[src/rtl/dmem_pkg.sv]
// dmem_pkg: shared types and constants for the data-memory access controller.
//   - dmem_state_e : controller FSM state encoding
//   - F3_*         : RISC-V load/store funct3 width codes
//   - REQ_*        : requester indices (bit positions in req_valid/req_ready)
//   - f3_legal()   : width legality check for a load or a store
package dmem_pkg;

    typedef enum logic [1:0] {
        IDLE    = 2'd0,
        ACCESS  = 2'd1,
        CAPTURE = 2'd2,
        RESP    = 2'd3
    } dmem_state_e;

    localparam logic [2:0] F3_B  = 3'b000;
    localparam logic [2:0] F3_H  = 3'b001;
    localparam logic [2:0] F3_W  = 3'b010;
    localparam logic [2:0] F3_BU = 3'b100;
    localparam logic [2:0] F3_HU = 3'b101;

    localparam int REQ_CORE = 0;
    localparam int REQ_DBG  = 1;

    // Stores only come in signed widths; loads additionally allow the
    // unsigned byte/half forms.
    function automatic logic f3_legal(input logic we, input logic [2:0] f3);
        logic ok;
        ok = 1'b0;
        case (f3)
            F3_B, F3_H, F3_W: ok = 1'b1;
            F3_BU, F3_HU:     ok = ~we;
            default:          ok = 1'b0;
        endcase
        return ok;
    endfunction

endpackage

[src/rtl/dmem_load_ext.sv]
// dmem_load_ext: combinational load-data extender.
//   funct3_i [2:0]  load width/sign code
//   rdata_i  [31:0] raw memory read word
//   data_o   [31:0] sign- or zero-extended result (0 for non-load codes)
module dmem_load_ext
    import dmem_pkg::*;
(
    input  logic [2:0]  funct3_i,
    input  logic [31:0] rdata_i,
    output logic [31:0] data_o
);

    always_comb begin
        data_o = '0;
        case (funct3_i)
            F3_B:    data_o = {{24{rdata_i[7]}}, rdata_i[7:0]};
            F3_BU:   data_o = {24'h0, rdata_i[7:0]};
            F3_H:    data_o = {{16{rdata_i[15]}}, rdata_i[15:0]};
            F3_HU:   data_o = {16'h0, rdata_i[15:0]};
            F3_W:    data_o = rdata_i;
            default: data_o = '0;
        endcase
    end

endmodule

[src/rtl/dmem_access_ctrl.sv]
// dmem_access_ctrl: two-port arbiter and load/store sequencer in front of a
// data memory with 1-cycle read latency.
//
// Requester 0 = core LSU, requester 1 = debug/program loader.
// Inputs : clk, rst_n (async active-low), req_valid[1:0], req_we[1:0],
//          req_funct3[5:0] ([3i+:3]), req_addr[63:0] ([32i+:32]),
//          req_wdata[63:0] ([32i+:32]), mem_rdata[31:0]
// Outputs: req_ready[1:0], rsp_valid[1:0], rsp_rdata[31:0], rsp_err,
//          mem_addr[31:0], mem_wdata[31:0], mem_en, mem_we, mem_funct3[2:0]
//
// Build option: define DMEM_ARB_RR_EN for round-robin arbitration between
// the two requesters; otherwise the core has fixed priority.
module dmem_access_ctrl
    import dmem_pkg::*;
#(
    parameter int ADDR_BITS = 10
) (
    input  logic        clk,
    input  logic        rst_n,
    input  logic [1:0]  req_valid,
    output logic [1:0]  req_ready,
    input  logic [1:0]  req_we,
    input  logic [5:0]  req_funct3,
    input  logic [63:0] req_addr,
    input  logic [63:0] req_wdata,
    output logic [1:0]  rsp_valid,
    output logic [31:0] rsp_rdata,
    output logic        rsp_err,
    output logic [31:0] mem_addr,
    output logic [31:0] mem_wdata,
    output logic        mem_en,
    output logic        mem_we,
    output logic [2:0]  mem_funct3,
    input  logic [31:0] mem_rdata
);

    dmem_state_e state_q, state_d;

    logic        gnt_q, gnt_d;          // 0 = core, 1 = debug
    logic        we_q, we_d;
    logic        err_q, err_d;
    logic [31:0] maddr_q, maddr_d;
    logic [31:0] mwdata_q, mwdata_d;
    logic [2:0]  mf3_q, mf3_d;
    logic [31:0] rdata_q, rdata_d;

    // ---------------------------------------------------------------
    // Arbitration
    // ---------------------------------------------------------------
    logic any_req;
    logic gnt_sel;

    assign any_req = |req_valid;

`ifdef DMEM_ARB_RR_EN
    // Last granted requester; reset value makes the core preferred.
    logic rr_last_q, rr_last_d;

    always_comb begin
        if (req_valid == 2'b11) gnt_sel = ~rr_last_q;
        else                    gnt_sel = ~req_valid[REQ_CORE];
    end

    always_comb begin
        rr_last_d = rr_last_q;
        if (state_q == IDLE && any_req) rr_last_d = gnt_sel;
    end

    always_ff @(posedge clk or negedge rst_n) begin
        if (!rst_n) rr_last_q <= 1'b1;
        else        rr_last_q <= rr_last_d;
    end
`else
    // Debug only wins when the core is not asking.
    always_comb begin
        gnt_sel = ~req_valid[REQ_CORE];
    end
`endif

    // ---------------------------------------------------------------
    // Selected request and legality
    // ---------------------------------------------------------------
    logic        sel_we;
    logic [2:0]  sel_f3;
    logic [31:0] sel_addr;
    logic [31:0] sel_wdata;
    logic        sel_addr_ok;
    logic        sel_legal;

    assign sel_we      = gnt_sel ? req_we[1]         : req_we[0];
    assign sel_f3      = gnt_sel ? req_funct3[5:3]   : req_funct3[2:0];
    assign sel_addr    = gnt_sel ? req_addr[63:32]   : req_addr[31:0];
    assign sel_wdata   = gnt_sel ? req_wdata[63:32]  : req_wdata[31:0];
    assign sel_addr_ok = ((sel_addr >> ADDR_BITS) == 32'h0);
    assign sel_legal   = sel_addr_ok && f3_legal(sel_we, sel_f3);

    // ---------------------------------------------------------------
    // Load extension
    // ---------------------------------------------------------------
    logic [31:0] ext_data;

    dmem_load_ext u_load_ext (
        .funct3_i (mf3_q),
        .rdata_i  (mem_rdata),
        .data_o   (ext_data)
    );

    // ---------------------------------------------------------------
    // FSM next state and datapath register updates
    // ---------------------------------------------------------------
    always_comb begin
        state_d  = state_q;
        gnt_d    = gnt_q;
        we_d     = we_q;
        err_d    = err_q;
        maddr_d  = maddr_q;
        mwdata_d = mwdata_q;
        mf3_d    = mf3_q;
        rdata_d  = rdata_q;

        case (state_q)
            IDLE: begin
                if (any_req) begin
                    gnt_d = gnt_sel;
                    if (sel_legal) begin
                        // Memory-facing lines only move for legal
                        // requests so a rejected one leaves them intact.
                        we_d     = sel_we;
                        maddr_d  = sel_addr;
                        mwdata_d = sel_wdata;
                        mf3_d    = sel_f3;
                        err_d    = 1'b0;
                        state_d  = ACCESS;
                    end else begin
                        err_d   = 1'b1;
                        rdata_d = '0;
                        state_d = RESP;
                    end
                end
            end
            ACCESS: begin
                if (we_q) begin
                    rdata_d = '0;
                    state_d = RESP;
                end else begin
                    state_d = CAPTURE;
                end
            end
            CAPTURE: begin
                // Memory word is valid here, one cycle after ACCESS.
                rdata_d = ext_data;
                state_d = RESP;
            end
            RESP: begin
                state_d = IDLE;
            end
            default: begin
                state_d = IDLE;
            end
        endcase
    end

    always_ff @(posedge clk or negedge rst_n) begin
        if (!rst_n) begin
            state_q  <= IDLE;
            gnt_q    <= 1'b0;
            we_q     <= 1'b0;
            err_q    <= 1'b0;
            maddr_q  <= '0;
            mwdata_q <= '0;
            mf3_q    <= '0;
            rdata_q  <= '0;
        end else begin
            state_q  <= state_d;
            gnt_q    <= gnt_d;
            we_q     <= we_d;
            err_q    <= err_d;
            maddr_q  <= maddr_d;
            mwdata_q <= mwdata_d;
            mf3_q    <= mf3_d;
            rdata_q  <= rdata_d;
        end
    end

    // ---------------------------------------------------------------
    // Outputs
    // ---------------------------------------------------------------
    // req_ready is combinational from IDLE; it is also masked by rst_n so
    // that nothing is offered to the requesters while reset is held.
    always_comb begin
        req_ready = 2'b00;
        if (rst_n && state_q == IDLE && any_req)
            req_ready = gnt_sel ? 2'b10 : 2'b01;
    end

    always_comb begin
        rsp_valid = 2'b00;
        if (state_q == RESP)
            rsp_valid = gnt_q ? 2'b10 : 2'b01;
    end

    assign rsp_err    = (state_q == RESP) && err_q;
    assign rsp_rdata  = rdata_q;
    assign mem_en     = (state_q == ACCESS);
    assign mem_we     = (state_q == ACCESS) && we_q;
    assign mem_addr   = maddr_q;
    assign mem_wdata  = mwdata_q;
    assign mem_funct3 = mf3_q;

endmodule
[config.mk]
export PLATFORM = sky130hd
export DESIGN_NAME = dmem_access_ctrl
export DESIGN_NICKNAME = d
export VERILOG_FILES = /design/src/rtl/dmem_pkg.sv /design/src/rtl/dmem_load_ext.sv /design/src/rtl/dmem_access_ctrl.sv
export SDC_FILE = /design/constraint.sdc
export NUM_CORES = 1
export LEC_CHECK = 0
export ABC_CLOCK_PERIOD_IN_PS = 2760
export BUFFER_PORTS_ARGS = -buffer_cell sky130_fd_sc_hd__buf_2
export CAP_MARGIN = 20
export CORE_MARGIN = 2
export CORE_UTILIZATION = 45
export CTS_CLUSTER_DIAMETER = 40
export CTS_CLUSTER_SIZE = 14
export DETAILED_ROUTE_END_ITERATION = 16
export PLACE_DENSITY = 0.81
export RECOVER_POWER = 100
export SLEW_MARGIN = 10
export SYNTH_ARGS = -nofsm -noshare
export SYNTH_HDL_FRONTEND = slang
export SYNTH_SLANG_ARGS = --single-unit
[constraint.sdc]
create_clock -name clk -period 2.76 [get_ports clk]
set_clock_uncertainty 0.05 [all_clocks]
set_input_delay 0.552 -clock clk [delete_from_list [all_inputs] [get_ports clk]]
set_output_delay 0.552 -clock clk [all_outputs]
set_load 0.05 [all_outputs]
==> results.yml, run 1 <==
cts:
  holdBufCountCts: 0
  clockRootBuffer: "clkbuf_8"
  cts_tree: "done"
  cts_buffer_depth: 2
  clock_latency_ns: 0.36
  cts_resized: 0
  cts_setup_buffers: 0
  clk_pin_slew_ns: 0.09
  cts.sinks: 104
  cts_inserted_buffers: 9
  htree_levels: 3
layout:
  final_nets: 841
  final_cell_mix: "170 x buf_2, 105 x clkbuf_1, 104 x dfrtp_1, 44 x mux2_2, 44 x mux2_1"
  syn_to_final_growth_pct: 28.32
  insertedDiodeCount: 0
  layout_commonest_cell: "buf_2"
  nFillCells: 963
  final_layout_size_suffix_gt1_share_pct: 36.62
  fin_cells: 809
detailed_routing:
  drt-total-wl_mm: 13.73
  num_vias: 4202
  firstDrtPassIters: 4
  viasPerCell: 5.194
  ant_nets: 0
  wire_per_inst_um: 16.98
  drc_errors: 0
  first_iter_violations: 230
timing:
  holdWs_ns: 0.3612
  max_freq_mhz: 407.0
  setup_tns_ns: 0
  rsz0062_at_grt: "no"
  worst_pin_slew_ns: 1.354
  setup_viol: 0
  fin_crit_sh_pct: 89.02
  fin_crit_ns: 2.457
  slew_headroom_pct: 9.762
  drv_slew: 0
  hold_viol: 0
critical_path:
  crit_required_ns: 2.16
  cp.arrival_ns: 1.85
  crit_fanout: 47
  crit_type: "input pin to output port"
  cp-end-kind: "output port"
  startpoint_type: "input pin"
power:
  powerDensity_nw_per_um2: 761.2
  seqPwrFrac_pct: 38.7
  switching_share_pct: 42.91
  ir_drop_v: 0.0007532
  p_leak_nw: 3.294
  pwr-share-comb_pct: 39.2
  power.total_mw: 4.920
  p_clk_share_pct: 22.1
  power.net_switching_mw: 2.111
  intPower_mw: 2.809
place:
  dp_hpwl_mm: 10.47
  gp_congestion: 0.9181
  dpl.cell_count: 793
  io_buffers: 277
die:
  start_util_pct: 46.27
  dieHeight_um: 109.8
  core_area_um2: 10890
  num_rows: 38
  io_pins: 278
  die_w_um: 109.8
  design.die.area_um2: 12060
synthesis:
  synthAdderAreaFrac_pct: 1.242
  syn-cell-area_um2: 5037
  yosys.area_share.simple_pct: 7.601
  synth_top_family_by_area: "multiplexers"
  ys_ff_latch: 104
  synth_xor_area_share_pct: 0
  syn_avg_cell_area_um2: 12.82
  synth_compound_area_share_pct: 11.28
  syn_nets: 570
  synth_mux_area_share_pct: 23.94
  ys_types: 37
  ys_warn_count: 0
  synth_cells: 393
  ys_seq_area_share_pct: 51.66
global_route:
  grt_pass1_vias: 4205
  grt_start_max_net_pins: 57
  grt_pass1_wl_mm: 20.49
  antenna_found_initial: 0
  grtUsageTotal_pct: 22.00
  grt-ovfl-total: 0
status:
  status: "completed"
run:
  cap_violations: 0
hold_path:
  min_path_type: "input pin to flop"
==> cells in the mapped netlist, drive strengths merged <==
cell type  number  share of area, %
nor2b           3              0.37
nand2           4              0.30
a21oi          36               3.6
dfrtp         104                52
and2           25               3.1
buf            16               2.4
o22ai           1              0.12
o2111ai         3              0.65
clkbuf         11              0.82
or3             1              0.12
and4b           1              0.20
a31oi           1              0.12
and3            1              0.12
o21a            1              0.15
a21bo           1              0.20
o2bb2ai        32               5.6
or4             2              0.30
nor2           15               1.1
nor4b           1              0.17
a221oi          1              0.17
nand4           2              0.25
nor3            3              0.30
mux2           88                23
mux2i           5              0.99
inv            14               1.0
nand2b          2              0.25
ha              5               1.2
or2             1              0.12
nor4            7              0.87
o21ai           5              0.57
o31ai           1              0.15
==> metal layers <==
| metal | track usage [%] | vias up | wire length, um |
|---|---|---|---|
| met2 | 37.42 | 190 | 6808 |
| met3 | 6.817 | 16 | 1140 |
| met1 | 26.47 | 2042 | 5598 |
| met4 | 7.143 | 0 | 186 |
| met5 | 0 | - | 0 |
| li1 | - | 1954 | - |
==> critical path, cell delays in order <==
cell      delay (ns)
buf_2           0.08
buf_4           0.17
buf_4           0.51
and3_1          0.26
clkbuf_2        0.27
==> area by class of cell <==
class | instances | area [um2] | area share (%)
Clock buffer | 11 | 151.4 | 2.342
Timing Repair Buffer | 287 | 1348 | 20.85
Inverter | 14 | 52.55 | 0.8130
Tap cell | 140 | 175.2 | 2.710
Sequential cell | 104 | 2603 | 40.26
Clock inverter | 5 | 86.33 | 1.336
Multi-Input combinational cell | 248 | 2048 | 31.69
==> cells by family (layout without fill, tap and decap cells) <==
kind of cell	after synthesis	in the layout
simple gates	68	68
fa+ha+maj	5	5
buf+inv	41	317
compound gates	82	82
flops	104	104
mux	93	93
==> per-stage QoR <==
stage / util (%) / area [um2] / setup WS, ns
6_report: 59.37 / 6464 / 0.3031
3_5_place_dp: 60.24 / 6559 / 0.3174
5_1_grt: 59.37 / 6464 / 0.2015
4_1_cts: 62.42 / 6797 / 0.3126
2_1_floorplan: - / 5037 / 0.4764
3_3_place_gp: 60.24 / 6559 / 0.3670
==> power by group through the flow <==
stage	Combinational [mW]	Clock [mW]	Sequential [mW]
after floorplan	0.663	0	2.66
after global placement	1.96	0	1.91
after detailed placement	2.01	0	1.92
after CTS	2.02	1.11	1.89
after global routing	2.05	1.18	1.93
final	1.93	1.09	1.90
==> worst paths after layout <==
path | endpoint | depth (start not counted) | from | slack (ns)
worst max-delay path | req_ready[0] | 5 | req_valid[0] | 0.30
worst min-delay path | rsp_rdata[5] | 3 | mem_rdata[5] | 0.36
worst max register to register | mem_addr[1] | 6 | state_q[0] | 0.40
worst min register to register | mem_addr[14] | 1 | mem_addr[14] | 0.44
max in group asynchronous | mem_addr[10] | 2 | rst_n | 1.16
min in group asynchronous | mem_addr[30] | 2 | rst_n | 0.59
==> flip-flops by register name, indices dropped and copies added (netlist names) <==
name / cells
rsp_rdata: 32
gnt_q: 1
state_q: 2
mem_addr: 32
mem_wdata: 32
err_q: 1
we_q: 1
mem_funct3: 3
Power figures use the tool's default switching activity.
==> run 2: changes to the inputs <==
Settings changed: SETUP_SLACK_MARGIN set to 0.4.
==> run 2 against run 1 <==
Non-clock buffer count unchanged. Worst setup slack improved by 0.029 ns. Design area increased by 0.25%. Critical path depth decreased by 1. Maximum frequency increased by 1.2%. Utilization increased by 0.15 points. Routed wire length increased by 0.17%. Combinational power about the same. Clock power about the same.
==> results.yml, run 2 (synthesized netlist as in run 1, its figures left out) <==
critical_path:
  r2r_setup_slack_ns: 0.48
  crit_fanout: 12
  r2r_cells: 6
  r2r_start: "state_q[0]"
  rr_endpoint: "mem_wdata[10]"
  cp-endpoint: "req_ready[0]"
  startpoint_type: "flop"
  crit_type: "flop to output port"
  cp.arrival_ns: 1.83
  crit_chain: "inv_1 -> ha_1 -> and3_1 -> clkbuf_2"
  max_stage_delay_ns: 0.45
  crit_path_top_delay_cell: "dfrtp_1"
  cp-end-kind: "output port"
  crit_required_ns: 2.16
  cp-startpoint: "state_q[0]"
layout:
  nFillCells: 958
  insertedDiodeCount: 0
  final_nets: 841
  final_cell_mix: "170 x buf_2, 105 x clkbuf_1, 104 x dfrtp_1, 44 x mux2_2, 44 x mux2_1"
  multi_input_area_um2: 2048
  seqCellArea_um2: 2603
  final_layout_size_suffix_gt1_share_pct: 36.62
  layout_commonest_cell: "buf_2"
  syn_to_final_growth_pct: 28.64
die:
  dieHeight_um: 109.8
  io_pins: 278
  start_util_pct: 46.27
  design.die.area_um2: 12060
  num_rows: 38
  core_area_um2: 10890
  die_w_um: 109.8
status:
  status: "completed"
timing:
  fin_crit_ns: 2.428
  hold_viol: 0
  fin_crit_sh_pct: 87.97
  setup_viol: 0
  holdWs_ns: 0.3617
  max_freq_mhz: 411.9
  rsz0062_at_grt: "no"
  setup_tns_ns: 0
  slew_headroom_pct: 9.667
  setup_slack_ns: 0.3319
  worst_pin_slew_ns: 1.355
  drv_slew: 0
place:
  dp_hpwl_mm: 10.47
  io_buffers: 277
  gp_congestion: 0.9181
  place_ws_ns: 0.3174
detailed_routing:
  ant_nets: 0
  wire_per_inst_um: 17.00
  drc_errors: 0
  drt-total-wl_mm: 13.76
  firstDrtPassIters: 6
  first_iter_violations: 253
  viasPerCell: 5.210
  num_vias: 4215
power:
  p_leak_nw: 3.303
  powerDensity_nw_per_um2: 759.5
  ir_drop_v: 0.0007526
global_route:
  antenna_found_initial: 0
  grt_pass1_vias: 4208
  grt_pass1_wl_mm: 20.48
  grt_start_max_net_pins: 57
  grt-ovfl-total: 0
  grtUsageTotal_pct: 21.99
run:
  cap_violations: 0
cts:
  cts_tree: "done"
  cts_inserted_buffers: 9
  cts_buffer_depth: 2
  clockRootBuffer: "clkbuf_8"
  clock_latency_ns: 0.35
  htree_levels: 3
  holdBufCountCts: 0
  cts_setup_buffers: 0
  clk_pin_slew_ns: 0.09
  cts.sinks: 104
hold_path:
  min_path_type: "input pin to flop"
[run 2: through the flow]
| step | instance area [um2] | cells | power [mW] | util [%] |
|---|---|---|---|---|
| after global routing | 6480 | 809 | 5.158 | 59.52 |
| after floorplan | 5037 | 393 | 3.319 | - |
| final | 6480 | 809 | 4.922 | 59.52 |
| after global placement | 6559 | 793 | 3.874 | 60.24 |
| after CTS | 6803 | 809 | 5.026 | 62.48 |
| after detailed placement | 6559 | 793 | 3.932 | 60.24 |
[run 2: worst min path at each step]
stage,start,endpoint,slack [ns],depth (start not counted)
after floorplan,rst_n,err_q,0.21,0
after global placement,mem_addr[15],mem_addr[15],0.41,1
after detailed placement,mem_addr[27],mem_addr[27],0.42,1
after CTS,rst_n,mem_addr[25],0.26,2
after global routing,mem_rdata[3],rsp_rdata[3],0.36,3
final,mem_rdata[5],rsp_rdata[5],0.36,3
[run 2: final cells by class]
type	instances	share of cell area, %
clock inverter	5	1.332
clock buffer	11	2.336
inverter	14	0.8110
timing repair buffer	287	21.05
sequential	104	40.16
multi-input combinational	248	31.61
tap	140	2.703
[run 2: what timing repair did]
action	4_1_cts	5_1_grt
setup endpoints to repair	2	2
pin swaps	0	0
resized for setup	2	1
[run 2: critical path: cells and delay by family (launching register included)]
kind	cells	cell delay, ns
flops	1	0.45
buf+inv	2	0.40
fa+ha+maj	1	0.39
simple gates	1	0.22
[run 2: per-layer routing]
metal  track usage [%]  wire (um)  up-vias
met3             6.817       1158       16
met4             7.143        187        0
met5                 0          0        -
met2             37.42       6858      188
li1                  -          -     1952
met1             26.43       5553     2059
[run 2: power breakdown]
part | internal (mW) | switching [mW] | leakage, nW
logic | 0.488 | 1.44 | 1.77
clock network | 0.567 | 0.519 | 0.120
registers | 1.75 | 0.149 | 1.41
==> run 3: changes to the inputs <==
Settings changed: ABC_AREA set to 1, CORE_UTILIZATION 45 to 48, PLACE_DENSITY 0.81 to 0.82.
==> run 3 against run 2 <==
Hold slack improved by 0.059 ns. Combinational power rose by 4%. Largest power group unchanged. Final cell count grew 66%. Critical endpoint is now req_ready[1]. Area after synthesis rose by 20%. Synthesized cell count is 130% higher. Design area rose by 20%.
==> results.yml, run 3 <==
synthesis:
  syn_avg_cell_area_um2: 6.641
  synth-edff-count: 0
  ys_seq_area_share_pct: 43.02
  synth-main-ff-cell: "dfrtp_1"
  ys_warn_count: 0
  synth.most_common_cell: "nand2_1"
  synthTopCellsByArea: "dfrtp_1 43%, nand2_1 28%, inv_1 6.6%"
  synth.largest_area_cell: "dfrtp_1"
  ys_types: 22
  synthTopCellsByCount: "449 x nand2_1, 107 x inv_1, 104 x dfrtp_1"
  async_flop_share_pct: 100.0
  synth_cells: 911
  syn-cell-area_um2: 6050
  syn_nets: 1088
  ys_ff_latch: 104
  synth_top_area_share_pct: 43.02
cts:
  cts_inserted_buffers: 9
  htree_levels: 3
  cts.sinks: 104
  clk_pin_slew_ns: 0.07
  cts_tree: "done"
  clock_latency_ns: 0.34
  clockRootBuffer: "clkbuf_16"
  cts_buffer_depth: 2
  holdBufCountCts: 0
critical_path:
  max_stage_delay_ns: 0.28
  crit_required_ns: 2.16
  crit_path_top_delay_cell: "clkbuf_1"
  crit_family: "buffers and inverters"
  cp-end-kind: "output port"
  crit_chain: "clkbuf_1 -> buf_12 -> nor2_1 -> nor2_2 -> nand2_1 -> nor2_4 -> buf_6"
  crit_type: "input pin to output port"
  startpoint_type: "input pin"
  path_buf_inv: 3
  cp.arrival_ns: 1.76
  crit_fanout: 45
timing:
  drv_slew: 0
  setup_slack_ns: 0.4027
  max_freq_mhz: 424.2
  worst_pin_slew_ns: 1.426
  setup_tns_ns: 0
  hold_viol: 0
  slew_headroom_pct: 4.960
  rsz0062_at_grt: "no"
  setup_viol: 0
  fin_crit_sh_pct: 85.41
  fin_crit_ns: 2.357
layout:
  final_cell_mix: "449 x nand2_1, 170 x buf_2, 106 x inv_1, 106 x clkbuf_1, 102 x dfrtp_1"
  final_nets: 1346
  final_layout_size_suffix_gt1_share_pct: 19.34
  syn_to_final_growth_pct: 28.11
  insertedDiodeCount: 0
  layout_commonest_cell: "nand2_1"
die:
  dieHeight_um: 116.3
  core_area_um2: 12470
  design.die.area_um2: 13520
  io_pins: 278
  start_util_pct: 48.53
  die_w_um: 116.3
  num_rows: 41
place:
  gp_congestion: 0.8456
  io_buffers: 277
  dp_hpwl_mm: 12.54
  place_ws_ns: 0.3499
detailed_routing:
  first_iter_violations: 664
  drt-total-wl_mm: 17.13
  firstDrtPassIters: 5
  wire_per_inst_um: 12.73
  num_vias: 6422
  ant_nets: 0
  viasPerCell: 4.771
  drc_errors: 0
run:
  cap_violations: 0
power:
  p_leak_nw: 4.792
  powerDensity_nw_per_um2: 655.3
  ir_drop_v: 0.0003746
global_route:
  grt_pass1_vias: 5670
  grt_pass1_wl_mm: 26.70
  antenna_found_initial: 0
  grt-ovfl-total: 0
  grtUsageTotal_pct: 24.70
  grt_start_max_net_pins: 58
status:
  status: "completed"
hold_path:
  min_path_type: "flop to flop"
## run 3: cells by family after synthesis
group                      after synthesis  synth area share, %
DFF                                    104                43.02
buffers and inverters                  163                12.08
AOI/OAI and AO/OA                       24                2.110
adders and majority gates                5                1.034
and+or+nand+nor                        615                41.76
## run 3: worst reg2reg max path: stages (launching register included)
cell and delay, ns:
dfrtp_2 0.44, inv_2 0.09, ha_2 0.20, buf_4 0.44, nand4_1 0.19, buf_4 0.32
nand2_1 0.13, nand2_1 0.05
## run 3: layout make-up
type                            count  area (um2)
Sequential cell                   104        2605
Inverter                          109       409.1
Clock inverter                      7       83.83
Fill cell                        1247        4716
Clock buffer                        9       225.2
Tap cell                          172       215.2
Timing Repair Buffer              301        1473
Multi-Input combinational cell    644        2739
## run 3: through the flow
| stage | total power [mW] | cell area, um2 | std cells | util (%) | hold WS [ns] |
|---|---|---|---|---|---|
| 2_1_floorplan | 3.217 | 6062 | 911 | - | 0.2064 |
| 3_3_place_gp | 3.771 | 7542 | 1326 | 60.50 | 0.3990 |
| 3_5_place_dp | 3.795 | 7542 | 1326 | 60.50 | 0.4033 |
| 4_1_cts | 5.154 | 7869 | 1343 | 63.12 | 0.3272 |
| 5_1_grt | 5.396 | 7750 | 1346 | 62.17 | 0.4439 |
| 6_report | 5.078 | 7750 | 1346 | 62.17 | 0.4202 |
## run 3: worst paths after layout
check                                   start             to  slack [ns]  cells past startpoint
worst max register to register     state_q[0]  mem_wdata[30]        0.74                      7
worst min-delay path            rsp_rdata[31]  rsp_rdata[31]        0.42                      2
min in group asynchronous               rst_n   rsp_rdata[0]        0.68                      2
worst max-delay path             req_valid[0]   req_ready[1]        0.40                      7
worst min register to register  rsp_rdata[31]  rsp_rdata[31]        0.42                      2
max in group asynchronous               rst_n   mem_addr[22]        1.01                      2
## run 3: where the power goes
part | internal (mW) | switching, mW
Clock | 0.723 | 0.604
Sequential | 1.67 | 0.0840
Combinational | 0.533 | 1.46
Total | 2.92 | 2.15
## run 3: timing repair
| item | CTS | global route |
|---|---|---|
| gates resized for setup | 4 | 3 |
| pin swaps | 1 | 0 |
| setup buffers | 1 | 2 |
| endpoints found under the setup margin | 1 | 2 |
## run 3: per-layer routing
| layer | vias up | part of all wire (%) | wire length, um | global-route usage, % |
|---|---|---|---|---|
| met5 | - | 0 | 0 | 0 |
| met4 | 0 | 2.4 | 404 | 8.889 |
| met3 | 30 | 6.9 | 1183 | 4.203 |
| met2 | 259 | 48 | 8257 | 41.12 |
| met1 | 2853 | 43 | 7288 | 32.55 |
| li1 | 3280 | - | - | - |
